$ cat config.mk
export PLATFORM = sky130hd
export DESIGN_NAME = mul_ctrl
export DESIGN_NICKNAME = d
export VERILOG_FILES = /design/src/rtl/mul_ctrl.sv
export SDC_FILE = /design/constraint.sdc
export NUM_CORES = 1
export LEC_CHECK = 0
export CAP_MARGIN = 40
export CORE_ASPECT_RATIO = 0.8
export CORE_MARGIN = 5
export CORE_UTILIZATION = 41
export DETAILED_ROUTE_END_ITERATION = 10
export DONT_BUFFER_PORTS = 1
export GPL_TIMING_DRIVEN = 1
export PLACE_DENSITY_LB_ADDON = 0.2
export SYNTH_ARGS = -nofsm -noshare
export SYNTH_HDL_FRONTEND = slang
export SYNTH_SLANG_ARGS = --single-unit
$ cat constraint.sdc
create_clock -name clk -period 15 [get_ports clk]
set_input_delay 3 -clock clk [delete_from_list [all_inputs] [get_ports clk]]
set_output_delay 3 -clock clk [all_outputs]
set_load 0.05 [all_outputs]
$ cat src/rtl/mul_ctrl.sv
// mul_ctrl: EX-stage multiply sequencer; feeds magnitudes to a fixed-latency unsigned core,
// then sign-corrects, accumulates into HI/LO and holds the result until write-back drains.
module mul_ctrl #(
    parameter int LATENCY = 5
) (
    input  logic        clk,
    input  logic        rst,
    input  logic        op_valid,
    input  logic [2:0]  op_code,
    input  logic [31:0] src_a,
    input  logic [31:0] src_b,
    input  logic [31:0] hi_in,
    input  logic [31:0] lo_in,
    input  logic        flush,
    input  logic        mem_stall,
    output logic        stall_ex,
    output logic        res_valid,
    output logic        wr_hilo,
    output logic        wr_gpr,
    output logic [63:0] res_hilo,
    output logic [31:0] res_gpr,
    output logic        mul_ce,
    output logic [31:0] mul_a,
    output logic [31:0] mul_b,
    input  logic [63:0] mul_p
);
    localparam int CW = $clog2(LATENCY + 1);
    typedef enum logic [1:0] {IDLE, BUSY, ACC, DONE} state_t;
    state_t      state_q;
    logic [CW-1:0] cnt_q;
    logic [2:0]  op_q;
    logic        neg_q;
    logic [63:0] hilo_q;
    logic        mul_ce_q;
    logic        res_valid_q;
    logic        wr_hilo_q;
    logic        wr_gpr_q;
    logic [31:0] mul_a_q;
    logic [31:0] mul_b_q;
    logic [63:0] res_hilo_q;
    logic [31:0] res_gpr_q;
    logic        sgn;
    logic        accept;
    logic [31:0] mag_a;
    logic [31:0] mag_b;
    logic [63:0] prod;
    logic [63:0] acc_res;
    // Even op codes are the signed variants.
    assign sgn     = ~op_code[0];
    assign accept  = state_q == IDLE && op_valid && !flush && op_code != 3'b111;
    assign mag_a   = (sgn && src_a[31]) ? ~src_a + 32'd1 : src_a;
    assign mag_b   = (sgn && src_b[31]) ? ~src_b + 32'd1 : src_b;
    assign prod    = neg_q ? ~mul_p + 64'd1 : mul_p;
    assign acc_res = op_q[2:1] == 2'b01 ? hilo_q + prod :
                     op_q[2:1] == 2'b10 ? hilo_q - prod : prod;
    always_ff @(posedge clk) begin
        if (!rst) begin
            state_q     <= IDLE;
            cnt_q       <= '0;
            op_q        <= '0;
            neg_q       <= 1'b0;
            hilo_q      <= '0;
            mul_ce_q    <= 1'b0;
            res_valid_q <= 1'b0;
            wr_hilo_q   <= 1'b0;
            wr_gpr_q    <= 1'b0;
            mul_a_q     <= '0;
            mul_b_q     <= '0;
            res_hilo_q  <= '0;
            res_gpr_q   <= '0;
        end else if (flush) begin
            state_q     <= IDLE;
            cnt_q       <= '0;
            mul_ce_q    <= 1'b0;
            res_valid_q <= 1'b0;
            wr_hilo_q   <= 1'b0;
            wr_gpr_q    <= 1'b0;
        end else begin
            case (state_q)
                IDLE: if (accept) begin
                    state_q  <= BUSY;
                    cnt_q    <= '0;
                    op_q     <= op_code;
                    neg_q    <= sgn & (src_a[31] ^ src_b[31]);
                    hilo_q   <= {hi_in, lo_in};
                    mul_a_q  <= mag_a;
                    mul_b_q  <= mag_b;
                    mul_ce_q <= 1'b1;
                end
                BUSY: begin
                    cnt_q <= cnt_q + 1'b1;
                    if (cnt_q == CW'(LATENCY - 1)) begin
                        state_q  <= ACC;
                        mul_ce_q <= 1'b0;
                    end
                end
                ACC: begin
                    state_q     <= DONE;
                    res_hilo_q  <= acc_res;
                    res_gpr_q   <= prod[31:0];
                    res_valid_q <= 1'b1;
                    wr_gpr_q    <= op_q == 3'b110;
                    wr_hilo_q   <= op_q != 3'b110;
                end
                default: if (!mem_stall) begin
                    state_q     <= IDLE;
                    res_valid_q <= 1'b0;
                    wr_hilo_q   <= 1'b0;
                    wr_gpr_q    <= 1'b0;
                end
            endcase
        end
    end
    // A flush in DONE must suppress the commit in that same cycle.
    assign res_valid = res_valid_q & ~flush;
    assign wr_hilo   = wr_hilo_q & ~flush;
    assign wr_gpr    = wr_gpr_q & ~flush;
    assign stall_ex  = ~flush & (accept | state_q == BUSY | state_q == ACC);
    assign mul_ce    = mul_ce_q;
    assign mul_a     = mul_a_q;
    assign mul_b     = mul_b_q;
    assign res_hilo  = res_hilo_q;
    assign res_gpr   = res_gpr_q;
endmodule
==> summary.md, run 1 <==
| Metric | Value |
|---|---|
| Outcome | finished, final reports clean |
| Leakage power total | 7.997 nW |
| Cells after Synth | 2889 |
| IO Port Bufs | 0 |
| Worst Hold Path Cells | 2 |
| Pwr Density | 91.67 nW/µm² |
| Relative slew margins | 0.3297 |
| Mux share of post-synthesis cell area | 0.008230 |
| Critical hold path startpoint | hilo_q[10] |
| Worst R2R Setup Slack | 8030 ps |
| Max-Cap Viols | 0 |
| First-pass DRT Iterations | 6 |
| Post-synthesis simple-gate area fraction | 0.2217 |
| Seq/Total Area, Yosys | 0.2347 |
| Root buf cell | clkbuf_16 |
| Final Max Slew Viols | 0 |
| Synthesized flop and latch total | 237 |
| Placed Instances | 3359 |
| Syn_nets | 3220 |
| Worst-margin pin slew | ~1000 ps |
| Post-synth EDFFs | 0 |
| Final Skew | ~22 ps |
| Biggest area consumer among synthesized cells | dfxtp_1 |
| Synth Area in XOR/XNOR | 0.05804 |
| Vias per cell | 6.508 |
| Final wirelength | around 87000 µm |
| Fin crit period | 9564 ps |
| Maximum clock rate | 0.1046 GHz |
| Layout Cells excl Fill | roughly 3400 |
| Initial antenna violation count | 0 |
| Routed via count | 22190 |
| Nets | approximately 3100 |
| DIE HEIGHT | 208.6 µm |
| Die ar. | 53880 µm² |
| GPL Wtd Cong | 0.9807 |
| Design Area, Final | ~22000 µm² |
| Util after Layout | 0.4458 |
| DP Wirelength | between 60000 and 70000 µm |
| Row cnt | 72 |
| RSZ-0062 raised after global routing | no |
| CTS hold repair buffers | 0 |
| Initial Util | 0.4164 |
| Post-synthesis adder-cell area fraction | 0.08181 |
| Core area | 48560 µm² |
| YS warnings | 0 |
| Area post-placement | 20670 µm² |
| Critical Path RT | 15450 ps |
| Final ANT Viol Nets | 0 |
| Vias in the first global route | around 20000 |
| First-pass GRT wire length | 128800 µm |
| Synth unique cells | 81 |
| CTS H-tree lvls | 1 |
| CTS tree | built |
| Worst setup EP type | flop |
| WS Path Type | in -> reg |
| Final setup fails | 0 |
| Top-level I/O count | 365 |
| Largest family of logic cells by synthesized area | compound AO/OA/AOI/OAI gates |
| Top-area cell type share of the netlist area | 0.2347 |
| Total track usage | 0.3019 |
| Largest net degree at the start of global routing | 100 |
| Post-synth ARST share | 0 |
| Post-CTS Setup Inserts | 0 |
| Worst Reg2Reg Path Length in Cells | 18 |
| FF-to-FF End | res_hilo[57] |
| Final worst path period share | 0.6376 |
| Routed WL per cell | between 20 and 30 µm |
| Overflow after GRT | 0 |
| Min-Delay Endpoint | hilo_q[10] |
| Setup TNS | 0 ps |
| Synth-to-layout area growth | 7.067% |
| Worst Setup Start Kind | input pin |
| Top cells by area, synth | dfxtp_1, a21oi_1, ha_1 |
| Ys flop type | dfxtp_1 |
| Avg Cell Area, Syn | 6.999 µm² |
| Worst hold path type | reg -> reg |
| Clock Path Buffers | 3 |
| Worst IR Drop VDD | just under 0.1 mV |
| Drt drc | 0 |
| Worst-path maximum fanout | 14 |
| Synth Area in Compound Gates | 0.3311 |
| Fin. Hold Viols | 0 |
| Worst-Skew Late Latency | ~600 ps |
| Clock buffer count from CTS | 28 |
| Share of cells above drive strength 1 | 0.04640 |
| Clock sinks | 237 |
| Drt initial violations | 2667 |
| Die X | 258.3 µm |
| Number of gates resized after CTS | 0 |
| Diodes inserted | 0 |
| Synthesized area | 20220 µm² |
| R2R Path Start | neg_q |
| Clk slew on worst S/H paths | roughly 60 ps |
| Crit path DAT | roughly 10000 ps |
-- Yosys cell counts, drive strengths merged, types with 27 or more instances --
master,count
nand2,317
inv,145
xor2,71
o31ai,52
nor2,349
nor4,44
o21ai,183
nand4,32
a31oi,41
o211ai,29
nor2b,27
o21bai,28
a311oi,28
clkbuf,184
nor3,67
ha,129
a21o,35
or3,29
dfxtp,237
nand3,35
a21oi,336
a211oi,105
xnor2,63
-- per-stage QoR --
stage	setup slack (ps)	hold slack, ps	power, mW
2_1_floorplan	6754	443.7	1.097
3_3_place_gp	5230	461.7	1.240
3_5_place_dp	5175	473.6	1.245
4_1_cts	5736	489.3	1.989
5_1_grt	5014	506.3	2.073
6_report	5436	486.7	1.985
-- power by group --
group | internal [mW] | switching (mW) | total, mW
Combinational | 0.162 | 0.362 | 0.524
Clock | 0.432 | 0.305 | 0.738
Sequential | 0.653 | 0.0709 | 0.723
-- logic make-up (layout without fill, tap and decap cells) --
group           after synthesis  count (layout)
compound gates             1035            1035
simple gates                993             993
buf+inv                     344             235
flops                       237             237
xor+xnor                    134             134
fa+ha+maj                   131             131
mux                          15              15
-- layout make-up --
type	count	area (µm²)
Clock buffer	35	767.0
Clock inverter	15	212.7
Fill cell	5061	26910
Inverter	148	560.5
Multi-Input combinational cell	2308	14220
Sequential cell	237	4751
Tap cell	629	787.0
Timing Repair Buffer	37	352.8
-- critical path, cell delays in order --
cell	delay [ps]
nor4_1	700
nand4b_1	420
or2_2	480
nor3_1	600
nand3_1	520
o31ai_1	390
xor2_1	340
inv_1	110
ha_1	570
inv_1	170
a21oi_1	230
o21bai_1	80
a21o_1	220
a21oi_1	220
o31a_1	300
nor3_1	130
nor3_1	400
mux4_1	360
a2111oi_0	410
and4b_1	270
o32ai_1	90
-- how the worst max path moves through the flow --
stage | from | endpoint | slack [ps]
finish | mul_p[8] | res_hilo[63] | 5440
global placement | mul_p[8] | res_hilo[63] | 5230
global route | mul_p[8] | res_hilo[63] | 5010
detailed placement | mul_p[8] | res_hilo[63] | 5170
floorplan | mul_p[5] | res_hilo[57] | 6750
CTS | mul_p[8] | res_hilo[63] | 5740
-- registers in the layout, indices dropped and copies added, names as in the netlist --
register and count:
hilo_q 64, res_hilo 64, mul_a 32, mul_b 32, res_gpr 32, cnt_q 3
op_q 3, state_q 2, mul_ce 1, neg_q 1, res_valid_q 1, wr_gpr_q 1
wr_hilo_q 1
-- cells in the final DEF (no fill, tap or decap), types with 29 or more instances in the layout --
| cell | synthesis | routed |
|---|---|---|
| dfxtp_1 | 237 | 234 |
| a21o_1 | 35 | 35 |
| inv_1 | 145 | 144 |
| o31ai_1 | 51 | 51 |
| xor2_1 | 71 | 71 |
| o21ai_0 | 183 | 183 |
| nand4_1 | 32 | 32 |
| a211oi_1 | 105 | 105 |
| nor3_1 | 67 | 67 |
| xnor2_1 | 63 | 63 |
| nor2_1 | 349 | 346 |
| nor4_1 | 44 | 44 |
| ha_1 | 129 | 129 |
| nand2_1 | 317 | 317 |
| o211ai_1 | 29 | 29 |
| buf_4 | 0 | 31 |
| nand3_1 | 35 | 35 |
| a21oi_1 | 336 | 336 |
| a31oi_1 | 41 | 40 |
-- routing by layer --
layer,up-vias,routed length (µm),global-route usage,part of all wire
met3,134,8992,0.06300,0.10
met2,1193,37410,0.4612,0.43
met4,0,2422,0.07233,0.028
li1,10270,-,-,-
met5,-,0,0,0
met1,10580,38520,0.4376,0.44
Power figures use the tool's default switching activity.
==> run 2: changes to the inputs <==
Clock period 15 ns to 9 ns, I/O delays scaled along.
==> run 2 against run 1 <==
Net effect: register-to-register slack got worse by 5300 ps; via count down 0.73%; clock-buffer cell count increased by 2; sequential share of layout area hardly changed; clock skew is 0.66 ps lower; clock power increased by 63%; wire length shrank 3.0%; design area about the same; global-route usage decreased by 0.96 points; first-iteration DRC count rose by 0.60%; cell count increased by 0.23%; sequential power up 67%.
==> summary.md, run 2 (synthesis gave the netlist of run 1 again) <==
| Metric | Value |
|---|---|
| Drt drc | 0 (unchanged) |
| Maximum clock rate | 0.1257 GHz |
| Worst Path Buf+Inv | 3 (+1) |
| Number of gates resized after CTS | 0 (unchanged) |
| Leakage power total | 8.016 nW (+0.24%) |
| Clk pwr share | 0.367 (-0.005) |
| Vias per cell | 6.445 (-0.97%) |
| Final Skew | 20.94 ps (-0.6588 ps) |
| Post-CTS Setup Inserts | 0 (unchanged) |
| Drt initial violations | 2683 (+0.60%) |
| Worst IR Drop VDD | 0.1172 mV (+20%) |
| CTS hold repair buffers | 0 (unchanged) |
| Worst-margin pin slew | 973.6 ps (-27.21 ps) |
| Relative slew margins | 0.3510 (+0.02126) |
| Setup TNS | 0 ps (unchanged) |
| Clock buffer count from CTS | 28 (unchanged) |
| Final ANT Viol Nets | 0 (unchanged) |
| Routed via count | 22020 (-0.73%) |
| P_sw | 1.227 mW (+66%) |
| Max-Cap Viols | 0 (unchanged) |
| Share of cells above drive strength 1 | 0.04806 (+0.001660) |
| Area post-placement | 20700 µm² (+0.16%) |
| IO Port Bufs | 0 (unchanged) |
| Largest net degree at the start of global routing | 100 (unchanged) |
| CP Cell Sequence | or4_1 -> or4_1 -> or3_2 -> or3_1 -> nand2_1 -> xor2_1 -> inv_1 -> ha_1 -> inv_1 -> nand3_1 -> nor3_1 -> o211ai_1 -> o21ai_0 -> a221o_1 -> a31oi_1 -> o41ai_1 -> buf_4 -> a31o_2 -> mux2i_1 -> nor2_1 -> o221a_2 |
| DIE HEIGHT | 208.6 µm (unchanged) |
| Worst setup EP type | flop |
| Most common cell after layout, fill and taps aside | nor2_1 |
| Nets | 3097 (+0.19%) |
| Final Max Slew Viols | 0 (unchanged) |
| DP Wirelength | 63780 µm (-3.8%) |
| Die ar. | 53880 µm² (unchanged) |
| Sw frac | 0.3748 (+0.002833) |
| Overflow after GRT | 0 (unchanged) |
| Root buf cell | clkbuf_16 |
| Fin crit period | between 7000 and 8000 ps |
| First-pass GRT wire length | 125700 µm (-2.4%) |
| Worst Setup Start Kind | input pin |
| Worst-Skew Late Latency | 600 ps (about the same) |
| Core area | 48560 µm² (unchanged) |
| Initial Util | 0.4164 (unchanged) |
| Top-level I/O count | 365 (unchanged) |
| Fin. Hold Viols | 0 (unchanged) |
| WS Path Type | in -> reg |
| Combinational share of power | 0.264 (about the same) |
| Commonest non-fill, non-tap cells in the layout | nor2_1, a21oi_1, nand2_1, dfxtp_1, o21ai_0 |
| Final worst path period share | 0.8837 |
| Synth-to-layout area growth | 7.092% (about the same) |
| CTS tree | built |
| Worst hold path type | reg -> reg |
| CP max stage cell | or4_1 |
| Clock Path Buffers | 3 (unchanged) |
| Final setup fails | 0 (unchanged) |
| GPL Wtd Cong | 1.003 (+2.2%) |
| RSZ-0062 raised after global routing | no |
| Routed WL per cell | 24.80 µm (-3.2%) |
| Row cnt | 72 (unchanged) |
| Vias in the first global route | 20180 (-0.094%) |
| Final wirelength | 84740 µm (-3.0%) |
| Clk slew on worst S/H paths | 70 ps (about the same) |
| Sequential power share | 0.369 (+0.004) |
| Clock sinks | 237 (unchanged) |
| Placed Instances | 3365 (+0.18%) |
| Design Area, Final | 21650 µm² (about the same) |
| Die X | 258.3 µm (unchanged) |
| Critical Path RT | 9490 ps (-5960 ps) |
| Worst-path maximum fanout | 11 (-3) |
| First-pass DRT Iterations | 6 (unchanged) |
| Initial antenna violation count | 0 (unchanged) |
| Total track usage | 0.2923 (-0.009647) |
| CP top delay family | simple AND/OR/NAND/NOR gates |
| CTS H-tree lvls | 1 (unchanged) |
| Int Power | 2.048 mW (+64%) |
| Worst stage delay on the critical path | 730 ps (+30 ps) |
| Pwr Density | 151.3 nW/µm² (+65%) |
| Diodes inserted | 0 (unchanged) |
| Outcome | finished, final reports clean |
| Crit path DAT | 8440 ps (-1580 ps) |
| Layout Cells excl Fill | 3417 (+0.23%) |
## run 2: cell types whose count changed in the layout (fill, tap and decap cells not counted), moves of 2 or more
cell        change
clkbuf_1        +3
clkinvlp_4      -2
clkinv_2        +2
buf_4           +7
## run 2: power groups by stage
stage | sequential, mW | clock, mW | combinational (mW)
3_5_place_dp | 1.23 | 0 | 0.836
2_1_floorplan | 1.21 | 0 | 0.618
6_report | 1.21 | 1.20 | 0.866
4_1_cts | 1.21 | 1.23 | 0.841
5_1_grt | 1.21 | 1.27 | 0.938
3_3_place_gp | 1.24 | 0 | 0.817
## run 2: worst register-to-register path, cell delays in order, from the launching register on
cell and delay (ps):
dfxtp_2 510, inv_1 120, a21boi_1 660, inv_1 200, ha_1 360, a211oi_1 250, o311ai_0 240, a21o_1 300
a221o_1 460, a211oi_1 790, o21ai_0 470, a31oi_1 680, nor2b_1 340, o211ai_1 170, xnor2_1 180, o221ai_1 140
o221a_2 290
## run 2: cell type report
cell class,instances,area [µm²]
tap,629,787.0
timing repair buffer,43,386.6
inverter,148,560.5
fill,5009,26900
clock inverter,15,186.4
clock buffer,37,764.5
sequential,237,4751
multi-input combinational,2308,14220
## run 2: worst paths after layout
path / start / endpoint / slack, ps / cells after the start
worst min register to register: hilo_q[55] / hilo_q[55] / 480 / 2
worst max register to register: neg_q / res_hilo[57] / 2750 / 16
worst min-delay path: hilo_q[55] / hilo_q[55] / 480 / 2
worst max-delay path: mul_p[5] / res_hilo[57] / 1050 / 21
## run 2: routing by layer
| metal | wire (µm) | track usage | share of wire | up-vias |
|---|---|---|---|---|
| li1 | - | - | - | 10290 |
| met1 | 36900 | 0.4120 | 0.44 | 10420 |
| met2 | 35810 | 0.4468 | 0.42 | 1158 |
| met3 | 9540 | 0.07917 | 0.11 | 151 |
| met4 | 2481 | 0.07068 | 0.029 | 0 |
| met5 | 0 | 0 | 0 | - |
## run 2: per-stage QoR
stage / hold WS (ps) / total power, mW / setup WS [ps] / util
final: 480.8 / 3.275 / 1046 / 0.4459
after global routing: 502.7 / 3.421 / 802.4 / 0.4459
after CTS: 481.9 / 3.281 / 1336 / 0.4459
after detailed placement: 475.2 / 2.068 / 757.3 / 0.4264
after global placement: 460.3 / 2.056 / 835.1 / 0.4237
after floorplan: 443.7 / 1.828 / 1954 / -
==> run 3: changes to the inputs <==
Settings changed: ABC_AREA from default to 1.
==> run 3 against run 2 <==
Net effect: core utilization decreased by 0.31 points; cell count is 25% higher; non-clock buffer count is 24 lower; highest routed layer is now met5; worst hold slack got worse by 22 ps; combinational power grew 39%; fmax increased by 32%; largest power group is now the clock network; power increased by 12%; critical path depth grew 5; global-route usage increased by 3.6 points.
==> summary.md, run 3 <==
| Metric | Value |
|---|---|
| Outcome | finished, final reports clean |
| Worst Path Buf+Inv | 4 (+1) |
| DP Wirelength | 81280 µm (+27%) |
| Clock buffer count from CTS | 27 (-3.6%) |
| Util after Layout | 0.4429 (-0.003087) |
| Cells after Synth | 3649 (+26%) |
| Total track usage | 0.3280 (+0.03568) |
| Maximum clock rate | 0.1665 GHz (+32%) |
| Fillers | 5730 (+14%) |
| Syn_nets | 3980 (+24%) |
| Initial antenna violation count | 5 (+5) |
| Number of gates resized after CTS | 0 (unchanged) |
| Clock Path Buffers | 3 (unchanged) |
| First-pass DRT Iterations | 6 (unchanged) |
| Worst-path maximum fanout | 10 (-1) |
| Synthesized area | 21930 µm² (+8.4%) |
| Reg area | 4746 µm² (-0.11%) |
| CP max stage cell | xor2_1 |
| Final setup fails | 0 (unchanged) |
| Core area | 52640 µm² (+8.4%) |
| Initial Util | 0.4165 (about the same) |
| Drt initial violations | 2879 (+7.3%) |
| Synthesized flop and latch total | 237 (unchanged) |
| Top cells by area, synth | dfxtp_1, nand2_1, nor2_1 |
| Fin crit period | 6005 ps (-1949 ps) |
| Max-Cap Viols | 0 (unchanged) |
| Top-level I/O count | 365 (unchanged) |
| Fin. Hold Viols | 0 (unchanged) |
| Synth unique cells | 72 (-11%) |
| Worst-Skew Late Latency | 620 ps (+20 ps) |
| Worst stage delay on the critical path | 640 ps (-90 ps) |
| Root buf cell | clkbuf_16 |
| Die ar. | 58230 µm² (+8.1%) |
| Multi-input logic area | 14400 µm² (+1.3%) |
| Clk slew on worst S/H paths | 60 ps (about the same) |
| Pwr Density | 158.0 nW/µm² (+4.4%) |
| Routed WL per cell | 23.76 µm (-4.2%) |
| Worst hold path type | reg -> reg |
| Drt drc | 0 (unchanged) |
| DIE HEIGHT | 216.8 µm (+3.9%) |
| Worst-margin pin slew | 887.9 ps (-85.70 ps) |
| WS Path Type | in -> reg |
| Biggest area consumer among synthesized cells | dfxtp_1 |
| Ys flop type | dfxtp_1 |
| Critical Path RT | 9490 ps (about the same) |
| Most numerous cell in the Yosys netlist | nand2_1 |
| Clock sinks | 237 (unchanged) |
| Top-area cell type share of the netlist area | 0.2164 (-0.01826) |
| RSZ-0062 raised after global routing | no |
| Seq/Total Area, Yosys | 0.2164 (-0.01826) |
| CTS H-tree lvls | 1 (unchanged) |
| Final Max Slew Viols | 0 (unchanged) |
| Post-synth EDFFs | 0 (unchanged) |
| Worst Setup Start Kind | input pin |
| Final wirelength | 101100 µm (+19%) |
| Worst setup EP type | flop |
| Post-synth ARST share | 0 (unchanged) |
| Routed via count | 24400 (+11%) |
| Relative slew margins | 0.4081 (+0.05713) |
| Row cnt | 75 (+4.2%) |
| Final worst path period share | 0.6672 (-0.2166) |
| YS warnings | 0 (unchanged) |
| Hold Slack | 459.2 ps (-21.62 ps) |
| Die X | 268.6 µm (+4.0%) |
| Share of cells above drive strength 1 | 0.04634 (-0.001728) |
| Leakage power total | 10.88 nW (+36%) |
| Vias in the first global route | 22490 (+11%) |
| Largest net degree at the start of global routing | 201 (+100%) |
| Worst IR Drop VDD | 0.1515 mV (+29%) |
| Crit path DAT | 6500 ps (-1940 ps) |
| IO Port Bufs | 0 (unchanged) |
| Commonest non-fill, non-tap cells in the layout | nand2_1, nor2_1, inv_1, o21ai_0, a21oi_1 |
| Final Skew | 18.98 ps (-1.965 ps) |
| CTS hold repair buffers | 0 (unchanged) |
| Setup TNS | 0 ps (unchanged) |
| GPL Wtd Cong | 1.059 (+5.6%) |
| Nets | 3873 (+25%) |
| Most frequent cells after synthesis | nand2_1, nor2_1, inv_1, o21ai_0, a21oi_1 |
| Synth-to-layout area growth | 6.328% |
| Vias per cell | 5.735 (-11%) |
| Overflow after GRT | 0 (unchanged) |
| Final ANT Viol Nets | 0 (unchanged) |
| CTS tree | built |
| Avg Cell Area, Syn | 6.009 µm² (-14%) |
| Most common cell after layout, fill and taps aside | nand2_1 |
| CP top delay family | simple AND/OR/NAND/NOR gates |
| First-pass GRT wire length | 146300 µm (+16%) |
| Post-CTS Setup Inserts | 0 (unchanged) |
==> run 3: cell count changes after synthesis, sizes merged, moves of 44 or more <==
cell    before  now
clkbuf     184  126
inv        145  576
o21ai      183  375
o31ai       52    7
a211oi     105    7
xnor2       63   19
nand3       35  166
nor2       349  597
nand2      317  602
==> run 3: path summary, 6_finish.rpt <==
kind	from	end	slack (ps)	cells after the start
max	mul_p[0]	res_hilo[62]	3000	26
max reg2reg	neg_q	res_hilo[47]	4150	22
min reg2reg	hilo_q[63]	hilo_q[63]	460	2
min	hilo_q[63]	hilo_q[63]	460	2
==> run 3: report_power, final <==
group	switching (mW)	leakage, nW	internal (mW)
clock network	0.507	0.487	0.747
registers	0.134	1.93	1.10
logic	0.875	8.46	0.324
total	1.52	10.9	2.17
==> run 3: cells by family (layout without fill, tap and decap cells) <==
| kind of cell | Yosys count | after routing | synth area share |
|---|---|---|---|
| AOI/OAI and AO/OA | 913 | 913 | 0.2362 |
| xor gates and xnor gates | 119 | 119 | 0.04959 |
| adders and majority gates | 131 | 131 | 0.07544 |
| buffers and inverters | 732 | 644 | 0.1282 |
| DFF | 237 | 237 | 0.2164 |
| other | 0 | 1 | 0 |
| and+or+nand+nor | 1517 | 1517 | 0.2941 |
==> run 3: area by class of cell <==
type / count / area share
Antenna cell: 1 / 0.0001073
Clock buffer: 32 / 0.03107
Clock inverter: 16 / 0.01084
Inverter: 577 / 0.09301
Multi-Input combinational cell: 2680 / 0.6176
Sequential cell: 237 / 0.2036
Tap cell: 693 / 0.03719
Timing Repair Buffer: 19 / 0.006655
==> run 3: per-layer routing <==
metal	up-vias	track usage	part of all wire
li1	11700	-	-
met2	1267	0.4776	0.41
met4	8	0.06419	0.022
met5	-	0	0.00046
met3	155	0.1177	0.13
met1	11280	0.4688	0.44
==> run 3: worst register-to-register path: cells and delay by family, from the launching register on <==
family / cells / cell delay, ps
compound gates: 3 / 890
flops: 1 / 320
simple gates: 13 / 1770
xor+xnor: 1 / 520
fa+ha+maj: 1 / 400
buf+inv: 4 / 840
==> run 3: through the flow <==
stage	std cells	worst slack (ps)	cell area, µm²	total power, mW
global route	4255	2717	23310	3.850
finish	4255	2996	23310	3.683
floorplan	3649	3694	21930	2.028
detailed placement	4204	2428	22320	2.397
CTS	4252	3063	23300	3.649
global placement	4202	2477	22290	2.404
